<file path="config.mk">
export PLATFORM = sky130hd
export DESIGN_NAME = datapath_xyz_flat
export DESIGN_NICKNAME = d
export VERILOG_FILES = /design/src/rtl/datapath_xyz_if.sv /design/src/rtl/datapath_xyz.sv /design/src/flat_wrapper.sv
export SDC_FILE = /design/constraint.sdc
export NUM_CORES = 1
export LEC_CHECK = 0
export ABC_AREA = 1
export CORE_ASPECT_RATIO = 0.5
export CORE_MARGIN = 5
export CORE_UTILIZATION = 55
export CTS_CLUSTER_SIZE = 20
export DETAILED_ROUTE_END_ITERATION = 8
export PLACE_DENSITY_LB_ADDON = 0.15
export SETUP_SLACK_MARGIN = 0.05
export SYNTH_ARGS = -nofsm -noshare
export SYNTH_HDL_FRONTEND = slang
export SYNTH_SLANG_ARGS = --single-unit
</file>
<file path="constraint.sdc">
create_clock -name i_clock -period 6.8 [get_ports i_clock]
set_clock_uncertainty 0.1 [all_clocks]
set_input_delay 2.04 -clock i_clock [delete_from_list [all_inputs] [get_ports i_clock]]
set_output_delay 2.04 -clock i_clock [all_outputs]
set_load 0.02 [all_outputs]
</file>
<file path="src/rtl/datapath_xyz_if.sv">
// Control-code, operand and observe signals between the control FSM (master) and the X/Y/Z datapath (slave).
// No handshake: codes and data_in are sampled on every clock edge.
interface datapath_xyz_if #(
    parameter int WIDTH = 16,
    parameter int CNT_W = 8
);
    logic [3:0]       tx;
    logic [3:0]       ty;
    logic [3:0]       tz;
    logic [3:0]       tula;
    logic [WIDTH-1:0] data_in;
    logic [WIDTH-1:0] data_out;
    logic [WIDTH-1:0] acc_out;
    logic             carry;
    logic             zero;
    logic             z_valid;
    logic [CNT_W-1:0] result_count;

    modport master (
        output tx, ty, tz, tula, data_in,
        input  data_out, acc_out, carry, zero, z_valid, result_count
    );

    modport slave (
        input  tx, ty, tz, tula, data_in,
        output data_out, acc_out, carry, zero, z_valid, result_count
    );
endinterface

</file>
<file path="src/rtl/datapath_xyz.sv">
// X/Y/Z register + ULA datapath; every register updates in parallel on one edge and data_out is Z directly (0-cycle latency).
// No back-pressure: codes and data_in are consumed on every edge.
module datapath_xyz #(
    parameter int WIDTH = 16,
    parameter int CNT_W = 8
) (
    input  logic          i_clock,
    input  logic          i_reset,
    datapath_xyz_if.slave io_dp
);
    localparam logic [3:0] C_CLEAR  = 4'd0;
    localparam logic [3:0] C_LOAD   = 4'd1;
    localparam logic [3:0] C_SHIFTR = 4'd3;

    localparam logic [3:0] U_SUB  = 4'd1;
    localparam logic [3:0] U_AND  = 4'd2;
    localparam logic [3:0] U_OR   = 4'd3;
    localparam logic [3:0] U_XOR  = 4'd4;
    localparam logic [3:0] U_PASS = 4'd5;

    localparam logic [CNT_W-1:0] CNT_ONE = {{(CNT_W-1){1'b0}}, 1'b1};

    logic [WIDTH-1:0] r_x;
    logic [WIDTH-1:0] r_y;
    logic [WIDTH-1:0] r_z;
    logic             r_carry;
    logic             r_z_valid;
    logic [CNT_W-1:0] r_count;
    logic [WIDTH:0]   w_ula;

    // Top bit is carry for ADD, borrow for SUB, and always 0 for logic ops.
    always_comb begin
        w_ula = {1'b0, r_y} + {1'b0, r_x};
        case (io_dp.tula)
            U_SUB:   w_ula = {1'b0, r_y} - {1'b0, r_x};
            U_AND:   w_ula = {1'b0, r_y & r_x};
            U_OR:    w_ula = {1'b0, r_y | r_x};
            U_XOR:   w_ula = {1'b0, r_y ^ r_x};
            U_PASS:  w_ula = {1'b0, r_x};
            default: w_ula = {1'b0, r_y} + {1'b0, r_x};
        endcase
    end

    always_ff @(posedge i_clock or posedge i_reset) begin
        if (i_reset) begin
            r_x <= '0;
        end else begin
            case (io_dp.tx)
                C_CLEAR:  r_x <= '0;
                C_LOAD:   r_x <= io_dp.data_in;
                C_SHIFTR: r_x <= {1'b0, r_x[WIDTH-1:1]};
                default:  r_x <= r_x;
            endcase
        end
    end

    // Y shift pulls the saved carry into the MSB so (a+b)>>1 keeps the sum's top bit.
    always_ff @(posedge i_clock or posedge i_reset) begin
        if (i_reset) begin
            r_y     <= '0;
            r_carry <= 1'b0;
        end else begin
            case (io_dp.ty)
                C_CLEAR: begin
                    r_y     <= '0;
                    r_carry <= 1'b0;
                end
                C_LOAD: begin
                    r_y     <= w_ula[WIDTH-1:0];
                    r_carry <= w_ula[WIDTH];
                end
                C_SHIFTR: begin
                    r_y     <= {r_carry, r_y[WIDTH-1:1]};
                    r_carry <= 1'b0;
                end
                default: begin
                    r_y     <= r_y;
                    r_carry <= r_carry;
                end
            endcase
        end
    end

    always_ff @(posedge i_clock or posedge i_reset) begin
        if (i_reset) begin
            r_z       <= '0;
            r_z_valid <= 1'b0;
            r_count   <= '0;
        end else begin
            r_z_valid <= (io_dp.tz == C_LOAD);
            if (io_dp.tz == C_LOAD) begin
                r_count <= r_count + CNT_ONE;
            end
            case (io_dp.tz)
                C_CLEAR:  r_z <= '0;
                C_LOAD:   r_z <= r_y;
                C_SHIFTR: r_z <= {1'b0, r_z[WIDTH-1:1]};
                default:  r_z <= r_z;
            endcase
        end
    end

    assign io_dp.data_out     = r_z;
    assign io_dp.acc_out      = r_y;
    assign io_dp.carry        = r_carry;
    assign io_dp.zero         = (r_y == '0);
    assign io_dp.z_valid      = r_z_valid;
    assign io_dp.result_count = r_count;
endmodule

</file>
<file path="src/flat_wrapper.sv">
// flat-port wrapper written by rule: the top's interface ports become plain ports
module datapath_xyz_flat 
#(
    parameter int WIDTH = 16,
    parameter int CNT_W = 8
)
  (i_clock, i_reset, io_dp_tx, io_dp_ty, io_dp_tz, io_dp_tula, io_dp_data_in, io_dp_data_out, io_dp_acc_out, io_dp_carry, io_dp_zero, io_dp_z_valid, io_dp_result_count);
  datapath_xyz_if #(.WIDTH(WIDTH), .CNT_W(CNT_W)) io_dp_i ();
  input  logic i_clock;
  input  logic i_reset;
  input wire logic [$bits(io_dp_i.tx)-1:0] io_dp_tx;
  input wire logic [$bits(io_dp_i.ty)-1:0] io_dp_ty;
  input wire logic [$bits(io_dp_i.tz)-1:0] io_dp_tz;
  input wire logic [$bits(io_dp_i.tula)-1:0] io_dp_tula;
  input wire logic [$bits(io_dp_i.data_in)-1:0] io_dp_data_in;
  output wire logic [$bits(io_dp_i.data_out)-1:0] io_dp_data_out;
  output wire logic [$bits(io_dp_i.acc_out)-1:0] io_dp_acc_out;
  output wire logic [$bits(io_dp_i.carry)-1:0] io_dp_carry;
  output wire logic [$bits(io_dp_i.zero)-1:0] io_dp_zero;
  output wire logic [$bits(io_dp_i.z_valid)-1:0] io_dp_z_valid;
  output wire logic [$bits(io_dp_i.result_count)-1:0] io_dp_result_count;
  assign io_dp_i.tx = io_dp_tx;
  assign io_dp_i.ty = io_dp_ty;
  assign io_dp_i.tz = io_dp_tz;
  assign io_dp_i.tula = io_dp_tula;
  assign io_dp_i.data_in = io_dp_data_in;
  assign io_dp_data_out = io_dp_i.data_out;
  assign io_dp_acc_out = io_dp_i.acc_out;
  assign io_dp_carry = io_dp_i.carry;
  assign io_dp_zero = io_dp_i.zero;
  assign io_dp_z_valid = io_dp_i.z_valid;
  assign io_dp_result_count = io_dp_i.result_count;
  datapath_xyz #(.WIDTH(WIDTH), .CNT_W(CNT_W)) u_core (.i_clock(i_clock), .i_reset(i_reset), .io_dp(io_dp_i));
endmodule
</file>
# Yosys cells after proc, flatten, opt, wreduce, memory -nomap -nowiden
# Cells that the tools add are included.
[op_classes] addsub=3 eq_ne=11 muxes=5 bitwise=3 reduce_logical=9
[op_table] op="$pmux 16 s3" n=3
[op_table] op="$pmux 17 s5" n=1
[op_table] op="$eq 4x2->1 const B" n=5
[op_table] op="$add 16x16->17" n=1
[op_table] op="$sub 16x16->17" n=1
[op_table] op="$and 16x16->16" n=1
[op_table] op="$eq 4x1->1 const B" n=4
[op_table] op="$logic_not 16->1" n=1
[op_table] op="$or 16x16->16" n=1
[op_table] op="$xor 16x16->16" n=1
[op_table] op="$logic_not 4->1" n=3
[op_table] op="$reduce_bool 3->1" n=3
[op_table] op="$add 8x1->8 const B" n=1
[op_table] op="$eq 4x3->1 const B" n=2
[op_table] op="$pmux 1 s2" n=1
[op_table] op="$reduce_bool 2->1" n=1
[op_table] op="$reduce_or 2->1" n=1
[totals] register_bits=58 output_inout_bits=43 word_cells=37

# Depth between registers and ports, before layout
[depth] word_depth=3 mapped_depth=22 mapped_depth_nobuf=22

# Least setup slack after synthesis
# OpenSTA, ideal clock, no wires.
[synth_path] kind="input -> register" from="input port io_dp_tula[0]" to="register u_core.r_y[15], in the netlist u_core.io_dp.acc_out[15]" setup_time_ns=0.124 arrival_time_ns=3.822 required_time_ns=6.576 setup_slack_ns=2.754 cell_stages=19 path_cell_list="inv_2 > nor2_4 > nand2_4 > inv_2 > buf_6 > a31oi_2 > xor2_1 > inv_1 > ha_1 > nand2_1 > inv_1 > a21oi_1 > nor2_1 > nor2_1 > nand2_1 > nand2_1 > nand3_1 > nand2_1 > nand3_1"
[synth_between] elab_chain_cells=3 word_cells_on_any_way=7
[synth_rtl] element="start, declared" line_no="flat_wrapper.sv:14" source="input wire logic [$bits(io_dp_i.tula)-1:0] io_dp_tula;"
[synth_rtl] element="$eq 4x3->1, or another cell as far along" line_no="datapath_xyz.sv:34" source="case (io_dp.tula)"
[synth_rtl] element="$pmux 17 s5 (*)" line_no="datapath_xyz.sv:34"
[synth_rtl] element="$pmux 16 s3 (*)" line_no="datapath_xyz.sv:63" source="case (io_dp.ty)"
[synth_rtl] element="end signal, assigned" line_no="datapath_xyz.sv:69" source="r_y <= w_ula[WIDTH-1:0];"
[synth_rtl] element="end signal, assigned" line_no="datapath_xyz.sv:73" source="r_y <= {r_carry, r_y[WIDTH-1:1]};"
[synth_rtl] element="end signal, assigned" line_no="datapath_xyz.sv:77" source="r_y <= r_y;"
[synth_rtl] element="end, declared" line_no="datapath_xyz.sv:24" source="logic [WIDTH-1:0] r_y;"
# Mark *: on every way between the ends. The rest lies on a longest branch, timed or not.
# A chain may end at the register's enable or synchronous reset.

# Final worst setup path
[layout_path] from="input port io_dp_tula[1]" to="register u_core.r_y[14], in the netlist u_core.io_dp.acc_out[14]"
# Same word-level chain as after synthesis.

==> results.cfg <==
[job]
max_cap_violations = 0

[synthesis]
synthTopCellsByArea = dfrtp_1 (29%), nand2_1 (14%), ha_1 (13%), inv_1 (6.5%), nand3_1 (6.2%)
synth-async-reset-ratio = 1.00
synth_edf_count = 0
synth_warnings = 0
syn_area_um2 = 4960
synth.distinct_cells = 41
netlist_top_cells_count = nand2_1 (187), inv_1 (86), nand3_1 (61)
synth_top_area_cell = dfrtp_1
synth_top_cell_area_share = 0.293
ys.flop_type = dfrtp_1
syn-num-nets = 766
postSynthCellCount = 681
post-synth-top-count-cell = nand2_1
seq_area_frac_synth = 0.293
synth-seq-cells = 58
avgSynthCellArea_um2 = 7.28

[sta]
fmax_mhz = 217
slew-limit-headroom = 0.222
final.min_clock_period_ns = 4.60
slew_violations = 0
post-route-period-util = 0.677
finalHoldViolCount = 0
setup_viol = 0
rsz0062_at_grt = false
tns_ns = 0
worst_pin_slew_ns = 1.16

[global_route]
antenna_found_initial = 0
grtUsageTotal = 0.258
grt_overflow = 0
grt_pass1_wl_um = 23000
grt_pass1_vias = 4627
grt_max_degree = 59

[worst_setup_path]
critPathKind = input pin to flip-flop
worstSetupStartpoint = io_dp_tula[1]
r2r_start = u_core.r_x[1]$_DFFE_PP0P_
critPathBufInv = 3
critPathSlowestCell = clkdlybuf4s50_1
r2r_end = u_core.io_dp.acc_out[13]$_DFFE_PP0P_
cpPeakStageDelay_ns = 0.68
cp_max_fo = 11
cp-end-kind = flip-flop
crit_family = buffers and inverters
crit_arrival_ns = 4.72
reg2regPathDepth = 21
worstPathRequired_ns = 6.92
crit_chain = clkdlybuf4s50_1, nor2_4, nand2_4, inv_2, a31oi_2, xor2_1, inv_1, ha_1, a21oi_1, nand2_1, a21oi_1, nand2_1, nand2_1, nand3_1, nand2_1, nand3_1
r2r_setup_slack_ns = 3.55
cpMostUsedCell = nand2_1
critPathLaunchType = input pin

[power]
leakagePower_nw = 2.90
ir_drop_mv = 0.184
cellPowerDensity_nw_per_um2 = 338

[clocking]
ctsResizeCount = 0
cts_buffers = 9
clkTransAtPathRegs_ns = 0.05
clockBufferDepth = 2
clock_sinks = 58
clk_latency_ns = 0.34
h-tree-depth = 3
cts_tree = built
root_buffer = clkbuf_16
cts_setup_buffers = 0
ctsHoldBuffers = 0

[die]
row_count = 24
die_w_um = 144
io_pins = 77
fp.dieArea_um2 = 11100
initial_core_util = 0.567
coreArea_um2 = 8740
die_y_um = 77.1

[worst_hold_path]
hold_path_class = flip-flop to flip-flop
holdPathEnd = u_core.io_dp.result_count[7]$_DFFE_PP0P_
hold_path_depth = 1
min_from = u_core.io_dp.result_count[7]$_DFFE_PP0P_

[finish]
multi_input_area_um2 = 3050
n_antenna_cell = 0
seq_area_um2 = 1450
layout.nets = 841
fill_cells = 765
stdcell_count = 877
area_delta_synth_final_pct = 22.3
drive_above_1_share = 0.0724
final_util = 0.694

[placement]
routabilityCongestion = 0.912
dp_hpwl_um = 10700
place_inst = 862
portBuffers = 76

[status]
status = finished clean

[route]
ant_nets = 0
drt_iter0_markers = 386
wirelength_um = 14100
drc = 0
first_pass_iters = 5
vias = 4921
wl_per_cell_um = 16.1
viasPerCell = 5.61
-- flip-flops by register name, summed over array words and instances, names as in the netlist --
name / flops
u_core.io_dp.z_valid: 1
u_core.r_x: 16
u_core.io_dp.carry: 1
u_core.io_dp.data_out: 16
u_core.io_dp.result_count: 8
u_core.io_dp.acc_out: 16
-- kinds of logic after synthesis --
kind of cell | after synthesis | share of synthesized area
AOI/OAI and AO/OA | 110 | 0.144
DFF | 58 | 0.293
and+or+nand+nor | 329 | 0.296
adders and majority gates | 51 | 0.130
buffers and inverters | 107 | 0.0916
xor gates and xnor gates | 26 | 0.0459
-- report_power, final --
part           switching, mW  internal (mW)  total [mW]
clock network          0.168          0.279       0.447
logic                  0.631          0.426        1.06
registers              0.122          0.422       0.544
total                  0.920           1.13        2.05
-- placed cells by master (no fill, tap or decap), drive strengths merged, types with 6 or more instances in the layout --
cell           instances
o221ai                 9
dfrtp                 58
a21oi                 22
a211oi                 6
o211ai                25
nand2                190
xor2                  21
nand4                  8
inv                   92
clkdlybuf4s50         76
nor2                  56
ha                    50
nand3                 65
o21ai                 43
clkbuf                 9
-- through the flow --
stage	hold slack [ns]	instance area, um2	worst slack [ns]	total power [mW]
floorplan	0.395	4960	2.75	1.23
global placement	0.360	5780	1.97	1.57
detailed placement	0.380	5780	1.90	1.58
CTS	0.388	6060	2.25	2.03
global route	0.415	6060	1.95	2.20
finish	0.382	6060	2.20	2.05
-- worst max-delay path by stage --
stage	to	cells past startpoint	slack (ns)
final	u_core.io_dp.acc_out[14]$_DFFE_PP0P_	16	2.20
after global routing	u_core.io_dp.acc_out[13]$_DFFE_PP0P_	18	1.95
after CTS	u_core.io_dp.acc_out[8]$_DFFE_PP0P_	13	2.25
after detailed placement	u_core.io_dp.acc_out[8]$_DFFE_PP0P_	13	1.90
after global placement	u_core.io_dp.acc_out[15]$_DFFE_PP0P_	18	1.97
after floorplan	u_core.io_dp.acc_out[15]$_DFFE_PP0P_	19	2.75
-- layer usage --
layer | vias to the layer above | wire length (um) | global-route usage
met4 | 0 | 255 | 0.0745
met2 | 186 | 6130 | 0.401
li1 | 2402 | - | -
met3 | 27 | 1190 | 0.0640
met1 | 2306 | 6580 | 0.356
met5 | - | 0 | 0
-- cell type report --
type	instances	area share
clock buffers	9	0.0371
clock inverters	6	0.00970
inverters	92	0.0570
multi-input cells	516	0.504
flip-flops and latches	58	0.239
well taps	117	0.0241
repair buffers	79	0.129
(Power assumes the default switching activity.)
